`config.mk`:
```
export PLATFORM = sky130hd
export DESIGN_NAME = mem_arbiter_flat
export DESIGN_NICKNAME = d
export VERILOG_FILES = /design/src/rtl/mem_arbiter_pkg.sv /design/src/rtl/mem_arbiter_if.sv /design/src/rtl/mem_arbiter_hold_counter.sv /design/src/rtl/mem_arbiter.sv /design/src/flat_wrapper.sv
export SDC_FILE = /design/constraint.sdc
export NUM_CORES = 1
export LEC_CHECK = 0
export CAP_MARGIN = 20
export CORE_MARGIN = 4
export CORE_UTILIZATION = 51
export DETAILED_ROUTE_END_ITERATION = 12
export PLACE_DENSITY = 0.76
export SLEW_MARGIN = 5
export SYNTH_ARGS = -nofsm -noshare
export SYNTH_HDL_FRONTEND = slang
export SYNTH_SLANG_ARGS = --single-unit
```
`constraint.sdc`:
```
create_clock -name clk -period 3.2 [get_ports clk]
set_clock_uncertainty 0.1 [all_clocks]
set_input_delay 0.64 -clock clk [delete_from_list [all_inputs] [get_ports clk]]
set_output_delay 0.64 -clock clk [all_outputs]
set_load 0.03 [all_outputs]
```
`src/rtl/mem_arbiter_pkg.sv`:
```
// Shared encodings for the memory bus arbiter: owner codes,
// arbiter states and the round-robin pick helper.
package mem_pkg;

   typedef enum logic [1:0] {
      OWNER_NONE = 2'd0,
      OWNER_LD   = 2'd1,
      OWNER_CPU  = 2'd2
   } owner_e;

   typedef enum logic [1:0] {
      ST_IDLE    = 2'd0,
      ST_OWN_LD  = 2'd1,
      ST_OWN_CPU = 2'd2,
      ST_TURN    = 2'd3
   } arb_state_e;

   // Winner among eligible requesters; a tie goes to
   // whoever did not own the bus last.
   function automatic owner_e arb_pick(
      input logic   ld_el,
      input logic   cpu_el,
      input owner_e last
   );
      if (ld_el && cpu_el) begin
         if (last == OWNER_LD) return OWNER_CPU;
         return OWNER_LD;
      end
      if (ld_el) return OWNER_LD;
      if (cpu_el) return OWNER_CPU;
      return OWNER_NONE;
   endfunction

endpackage

```
`src/rtl/mem_arbiter_if.sv`:
```
// Arbiter handshake bundle: requests, observed bus enables,
// grants. master = arbiter side, slave = requester/bus side.
interface mem_arbiter_if;
   import mem_pkg::*;

   logic   req_ld;
   logic   req_cpu;
   logic   rom_mapped;
   logic   bus_rd_en;
   logic   bus_wr_en;
   logic   bus_ready;
   logic   gnt_ld;
   logic   gnt_cpu;
   owner_e owner;
   logic   preempt;

   modport master (
      input  req_ld,
      input  req_cpu,
      input  rom_mapped,
      input  bus_rd_en,
      input  bus_wr_en,
      input  bus_ready,
      output gnt_ld,
      output gnt_cpu,
      output owner,
      output preempt
   );

   modport slave (
      output req_ld,
      output req_cpu,
      output rom_mapped,
      output bus_rd_en,
      output bus_wr_en,
      output bus_ready,
      input  gnt_ld,
      input  gnt_cpu,
      input  owner,
      input  preempt
   );

endinterface

```
`src/rtl/mem_arbiter_hold_counter.sv`:
```
// Saturating owned-cycle counter. Ports: clk, rst (sync),
// clr_i, inc_i, sat_o (count has reached HOLD_MAX).
module hold_counter #(
   parameter int unsigned HOLD_MAX = 64,
   parameter int unsigned CNT_W    = 8
) (
   input  logic clk,
   input  logic rst,
   input  logic clr_i,
   input  logic inc_i,
   output logic sat_o
);

   localparam logic [CNT_W-1:0] MAX = CNT_W'(HOLD_MAX);

   logic [CNT_W-1:0] cnt_q;
   logic [CNT_W-1:0] cnt_d;

   always_comb begin
      cnt_d = cnt_q;
      if (clr_i) begin
         cnt_d = '0;
      end else if (inc_i && (cnt_q < MAX)) begin
         cnt_d = cnt_q + CNT_W'(1);
      end
   end

   always_ff @(posedge clk) begin
      if (rst) begin
         cnt_q <= '0;
      end else begin
         cnt_q <= cnt_d;
      end
   end

   assign sat_o = (cnt_q >= MAX);

endmodule

```
`src/rtl/mem_arbiter.sv`:
```
// Two-way shared memory bus arbiter (loader / CPU).
// Ports: clk, rst (sync, active-high), arb (master modport).
module mem_arbiter #(
   parameter int unsigned HOLD_MAX = 64,
   parameter int unsigned CNT_W    = 8
) (
   input  logic          clk,
   input  logic          rst,
   mem_arbiter_if.master arb
);
   import mem_pkg::*;

   localparam bit PRE_EN = (HOLD_MAX != 0);

   arb_state_e state_q;
   arb_state_e state_d;
   owner_e     last_q;
   owner_e     last_d;
   owner_e     owner_q;
   owner_e     pick;
   logic       gnt_ld_q;
   logic       gnt_cpu_q;
   logic       pre_q;
   logic       pre_d;
   logic       inflight_q;
   logic       inflight_d;
   logic       rdy_q;
   logic       rdy_d;

   logic en;
   logic clr;
   logic busy;
   logic ld_el;
   logic cpu_el;
   logic sat;
   logic own_nxt;

   // Undriven (z/x) shared enables read as idle.
   assign en = (arb.bus_rd_en === 1'b1) ||
               (arb.bus_wr_en === 1'b1);

   // rdy_q: ready was seen in the last enabled cycle.
   // An access is done once enables are low and ready
   // has been seen, either then or in that last cycle.
   assign clr  = !en && (rdy_q || arb.bus_ready);
   assign busy = en || (inflight_q && !clr);

   assign inflight_d = en || (inflight_q && !clr);
   assign rdy_d      = en && arb.bus_ready;

   assign ld_el  = arb.req_ld;
   assign cpu_el = arb.req_cpu && arb.rom_mapped;

   always_comb begin
      state_d = state_q;
      last_d  = last_q;
      pre_d   = 1'b0;
      pick    = arb_pick(ld_el, cpu_el, last_q);
      unique case (state_q)
         ST_IDLE, ST_TURN: begin
            unique case (pick)
               OWNER_LD:  state_d = ST_OWN_LD;
               OWNER_CPU: state_d = ST_OWN_CPU;
               default:   state_d = ST_IDLE;
            endcase
         end
         ST_OWN_LD: begin
            if (!busy) begin
               if (!ld_el) begin
                  state_d = ST_TURN;
                  last_d  = OWNER_LD;
               end else if (PRE_EN && sat && cpu_el) begin
                  state_d = ST_TURN;
                  last_d  = OWNER_LD;
                  pre_d   = 1'b1;
               end
            end
         end
         ST_OWN_CPU: begin
            // Losing rom_mapped counts as a release.
            if (!busy) begin
               if (!cpu_el) begin
                  state_d = ST_TURN;
                  last_d  = OWNER_CPU;
               end else if (PRE_EN && sat && ld_el) begin
                  state_d = ST_TURN;
                  last_d  = OWNER_CPU;
                  pre_d   = 1'b1;
               end
            end
         end
         default: state_d = ST_IDLE;
      endcase
   end

   assign own_nxt = (state_d == ST_OWN_LD) ||
                    (state_d == ST_OWN_CPU);

   // Counts owned cycles including the current one, so
   // the first granted cycle already reads 1.
   hold_counter #(
      .HOLD_MAX (HOLD_MAX),
      .CNT_W    (CNT_W)
   ) u_hold (
      .clk   (clk),
      .rst   (rst),
      .clr_i (!own_nxt),
      .inc_i (own_nxt),
      .sat_o (sat)
   );

   always_ff @(posedge clk) begin
      if (rst) begin
         state_q    <= ST_IDLE;
         last_q     <= OWNER_CPU;
         owner_q    <= OWNER_NONE;
         gnt_ld_q   <= 1'b0;
         gnt_cpu_q  <= 1'b0;
         pre_q      <= 1'b0;
         inflight_q <= 1'b0;
         rdy_q      <= 1'b0;
      end else begin
         state_q    <= state_d;
         last_q     <= last_d;
         pre_q      <= pre_d;
         inflight_q <= inflight_d;
         rdy_q      <= rdy_d;
         gnt_ld_q   <= (state_d == ST_OWN_LD);
         gnt_cpu_q  <= (state_d == ST_OWN_CPU);
         if (state_d == ST_OWN_LD) begin
            owner_q <= OWNER_LD;
         end else if (state_d == ST_OWN_CPU) begin
            owner_q <= OWNER_CPU;
         end else begin
            owner_q <= OWNER_NONE;
         end
      end
   end

   assign arb.gnt_ld  = gnt_ld_q;
   assign arb.gnt_cpu = gnt_cpu_q;
   assign arb.owner   = owner_q;
   assign arb.preempt = pre_q;

   a_gnt_excl: assert property (
      @(posedge clk) disable iff (rst)
      !(gnt_ld_q && gnt_cpu_q)
   );

endmodule

```
`src/flat_wrapper.sv`:
```
// flat-port wrapper written by rule: the top's interface ports become plain ports
module mem_arbiter_flat import mem_pkg::*;
#(
   parameter int unsigned HOLD_MAX = 64,
   parameter int unsigned CNT_W    = 8
)
  (clk, rst, arb_req_ld, arb_req_cpu, arb_rom_mapped, arb_bus_rd_en, arb_bus_wr_en, arb_bus_ready, arb_gnt_ld, arb_gnt_cpu, arb_owner, arb_preempt);
  mem_arbiter_if arb_i ();
  input  logic clk;
  input  logic rst;
  input wire logic [$bits(arb_i.req_ld)-1:0] arb_req_ld;
  input wire logic [$bits(arb_i.req_cpu)-1:0] arb_req_cpu;
  input wire logic [$bits(arb_i.rom_mapped)-1:0] arb_rom_mapped;
  input wire logic [$bits(arb_i.bus_rd_en)-1:0] arb_bus_rd_en;
  input wire logic [$bits(arb_i.bus_wr_en)-1:0] arb_bus_wr_en;
  input wire logic [$bits(arb_i.bus_ready)-1:0] arb_bus_ready;
  output wire logic [$bits(arb_i.gnt_ld)-1:0] arb_gnt_ld;
  output wire logic [$bits(arb_i.gnt_cpu)-1:0] arb_gnt_cpu;
  output wire logic [$bits(arb_i.owner)-1:0] arb_owner;
  output wire logic [$bits(arb_i.preempt)-1:0] arb_preempt;
  assign arb_i.req_ld = arb_req_ld;
  assign arb_i.req_cpu = arb_req_cpu;
  assign arb_i.rom_mapped = arb_rom_mapped;
  assign arb_i.bus_rd_en = arb_bus_rd_en;
  assign arb_i.bus_wr_en = arb_bus_wr_en;
  assign arb_i.bus_ready = arb_bus_ready;
  assign arb_gnt_ld = arb_i.gnt_ld;
  assign arb_gnt_cpu = arb_i.gnt_cpu;
  assign arb_owner = arb_i.owner;
  assign arb_preempt = arb_i.preempt;
  mem_arbiter #(.HOLD_MAX(HOLD_MAX), .CNT_W(CNT_W)) u_core (.clk(clk), .rst(rst), .arb(arb_i));
endmodule
```
==> results.json <==
{
  "outcome": "completed",
  "syn_to_final_growth_pct": 18.79,
  "first_global_vias": 610,
  "setup_tns_ps": 0,
  "synth_edf_count": 0,
  "holdBufCountCts": 0,
  "cts_root_buf": "clkbuf_4",
  "grt-ovfl-total": 0,
  "drive_above_1_share": 0.09346,
  "finalNetCount": 122,
  "port_buffers": 12,
  "cts_tree": "done",
  "initial_utilization": 0.5594,
  "critPathArrivalTime_ps": 3000,
  "seq_area_frac_synth": 0.4132,
  "rows": 14,
  "final_util": 0.6645,
  "syn_area_sq_um": 872.1,
  "end_kind": "flip-flop",
  "first_pass_iters": 4,
  "die_area_sq_mm": 0.002435,
  "ys_seq_elements": 18,
  "maxCapViolCount": 0,
  "wl_per_cell_um": 12.77,
  "hold_path.class": "flip-flop to flip-flop",
  "clock-sinks": 18,
  "drv_slew": 0,
  "drcViolationCount": 0,
  "cts_setup_buffers": 0,
  "antennaDiodeCount": 0,
  "hold_violations": 0,
  "track_usage": 0.1341,
  "drt_iter0_drc": 8,
  "grt_pass1_wl_um": 2566,
  "core_sq_mm": 0.001559,
  "die_h_um": 49.35,
  "cts_made_buffers": 3,
  "crit_fanout": 3,
  "rsz0062_at_grt": "false",
  "ctsResizeCount": 0,
  "power.density_mw_per_mm2": 769.3,
  "viasPerCell": 5.569,
  "fin_crit_sh": 0.9078,
  "ys_types": 35,
  "cp.required_ps": 3290,
  "ant_nets": 0,
  "setup.worst_path.start_class": "input port",
  "cts.htree.levels": 1,
  "ys.flop_type": "dfxtp_1",
  "setup_viol": 0,
  "routed_wl_um": 1571,
  "ioPinCount": 13,
  "fin_crit_ps": 2905,
  "path_clk_slew_ps": 100,
  "ir_worst_vdd_mv": 0.4307,
  "die_x_um": 49.35,
  "worst_slew_pin_slew_ps": 373.5,
  "clkLatencyLatePin_ps": 290,
  "dpl.hpwl_um": 1225,
  "p_leak_nw": 0.3941,
  "final.fill_count": 131,
  "syn_nets": 108,
  "synthArstFlopShare": 0,
  "max_freq_mhz": 344.2,
  "timing.slew.headroom": 0.7501,
  "antenna_found_initial": 0,
  "avgSynthCellArea_sq_um": 9.278,
  "dr_total_vias": 685,
  "syn_inst": 94,
  "yosysWarnings": 0,
  "gp_congestion": 0.7711,
  "cts_buffer_depth": 2,
  "crit_type": "input port to flip-flop",
  "grt_max_degree": 11
}
==> registers in the layout, indices dropped and copies added (netlist names) <==
name and cells:
u_core.u_hold.cnt_q 8, u_core.arb.owner 2, u_core.last_q 2, u_core.state_q 2
u_core.arb.gnt_cpu 1, u_core.arb.preempt 1, u_core.inflight_q 1, u_core.rdy_q 1
==> routing by layer <==
metal	wire length, um	vias to the layer above	GRT usage
met2	697	24	0.2098
met3	101	2	0.03364
met5	0	-	0
li1	-	351	-
met4	15	0	0.05687
met1	757	308	0.1729
==> cell usage in the layout, fill, tap and decap left out <==
| cell type | instances |
|---|---|
| ha_1 | 6 |
| nand2b_1 | 1 |
| a2111oi_4 | 1 |
| xnor2_1 | 2 |
| xor2_1 | 3 |
| and3_1 | 2 |
| a2111oi_0 | 1 |
| a31oi_1 | 1 |
| or3b_4 | 1 |
| a211oi_1 | 2 |
| clkdlybuf4s50_1 | 12 |
| a21o_1 | 2 |
| a21oi_1 | 2 |
| and3b_1 | 1 |
| o21bai_1 | 1 |
| clkbuf_4 | 3 |
| nand2_1 | 6 |
| dfxtp_1 | 18 |
| o211ai_1 | 3 |
| nor3_1 | 2 |
| o21a_1 | 2 |
| nor2_1 | 13 |
| buf_4 | 1 |
| or2_2 | 1 |
| nor2b_1 | 3 |
| nor3b_1 | 1 |
| and4b_1 | 1 |
| clkbuf_8 | 1 |
| a31o_2 | 1 |
| and2_1 | 1 |
| inv_1 | 4 |
| o21ai_0 | 3 |
| a211o_1 | 2 |
| nand3_1 | 1 |
| and2_4 | 1 |
| nand4_1 | 1 |
==> area by class of cell <==
class | instances | area [sq um] | area share
multi-input cells | 68 | 476.7 | 0.4601
clock buffers | 4 | 36.28 | 0.03502
flip-flops and latches | 18 | 360.3 | 0.3478
repair buffers | 13 | 127.6 | 0.1232
well taps | 16 | 20.02 | 0.01932
inverters | 4 | 15.01 | 0.01449
==> cell usage after synthesis, types with 2 or more instances <==
cell type | count | area, sq um
nor3_1 | 2 | 10.01
nand2_1 | 6 | 22.52
xnor2_1 | 2 | 17.52
o211ai_1 | 3 | 22.52
o21ai_0 | 3 | 15.01
o21a_1 | 2 | 15.01
inv_1 | 4 | 15.01
a21oi_1 | 2 | 10.01
nor2b_1 | 3 | 18.77
a211o_1 | 2 | 17.52
ha_1 | 6 | 75.07
a211oi_1 | 2 | 15.01
and3_1 | 2 | 12.51
a21o_1 | 2 | 15.01
xor2_1 | 3 | 26.28
dfxtp_1 | 18 | 360.4
nor2_1 | 13 | 48.80
clkbuf_1 | 2 | 7.510
==> worst max-delay path, stage by stage <==
cell and delay, ps:
clkdlybuf4s50_1 410, or3b_4 410, and2_4 180, a2111oi_4 310
a211oi_1 90, ha_1 310, and4b_1 290, nand4_1 130
xor2_1 170, nor2_1 60
==> path summary, 6_finish.rpt <==
check / startpoint / to / slack, ps / cells past startpoint
max reg2reg: u_core.state_q[0]$_SDFF_PP0_ / u_core.u_hold.cnt_q[5]$_SDFFE_PP0P_ / 750 / 10
min: u_core.last_q[0]$_SDFFE_PP0P_ / u_core.last_q[0]$_SDFFE_PP0P_ / 390 / 2
max: arb_bus_ready / u_core.u_hold.cnt_q[5]$_SDFFE_PP0P_ / 300 / 10
min reg2reg: u_core.last_q[0]$_SDFFE_PP0P_ / u_core.last_q[0]$_SDFFE_PP0P_ / 390 / 2
==> power breakdown <==
group	internal [W]	switching [W]	leakage (nW)
sequential	0.000266	0.0000267	0.147
combinational	0.000175	0.000190	0.226
clock	0.0000693	0.0000692	0.0210
total	0.000511	0.000286	0.394
==> stage by stage <==
stage | power (W) | cells | hold slack [ps] | cell area (sq um) | setup slack (ps)
after detailed placement | 0.0006661 | 119 | 373.4 | 999.7 | 28.98
final | 0.0007970 | 123 | 391.2 | 1036 | 295.1
after global routing | 0.0008532 | 123 | 417.0 | 1036 | 246.5
after CTS | 0.0008028 | 123 | 391.1 | 1036 | 316.5
after global placement | 0.0006556 | 119 | 360.5 | 999.7 | 74.29
after floorplan | 0.0005774 | 94 | 343.4 | 872.1 | 540.6
==> cells by family after synthesis <==
logic type,count (synthesis),share of synthesized area
xor+xnor,5,0.05022
fa+ha+maj,6,0.08608
simple gates,36,0.2167
compound gates,21,0.1937
buf+inv,8,0.04017
flops,18,0.4132
(Power assumes the default switching activity.)
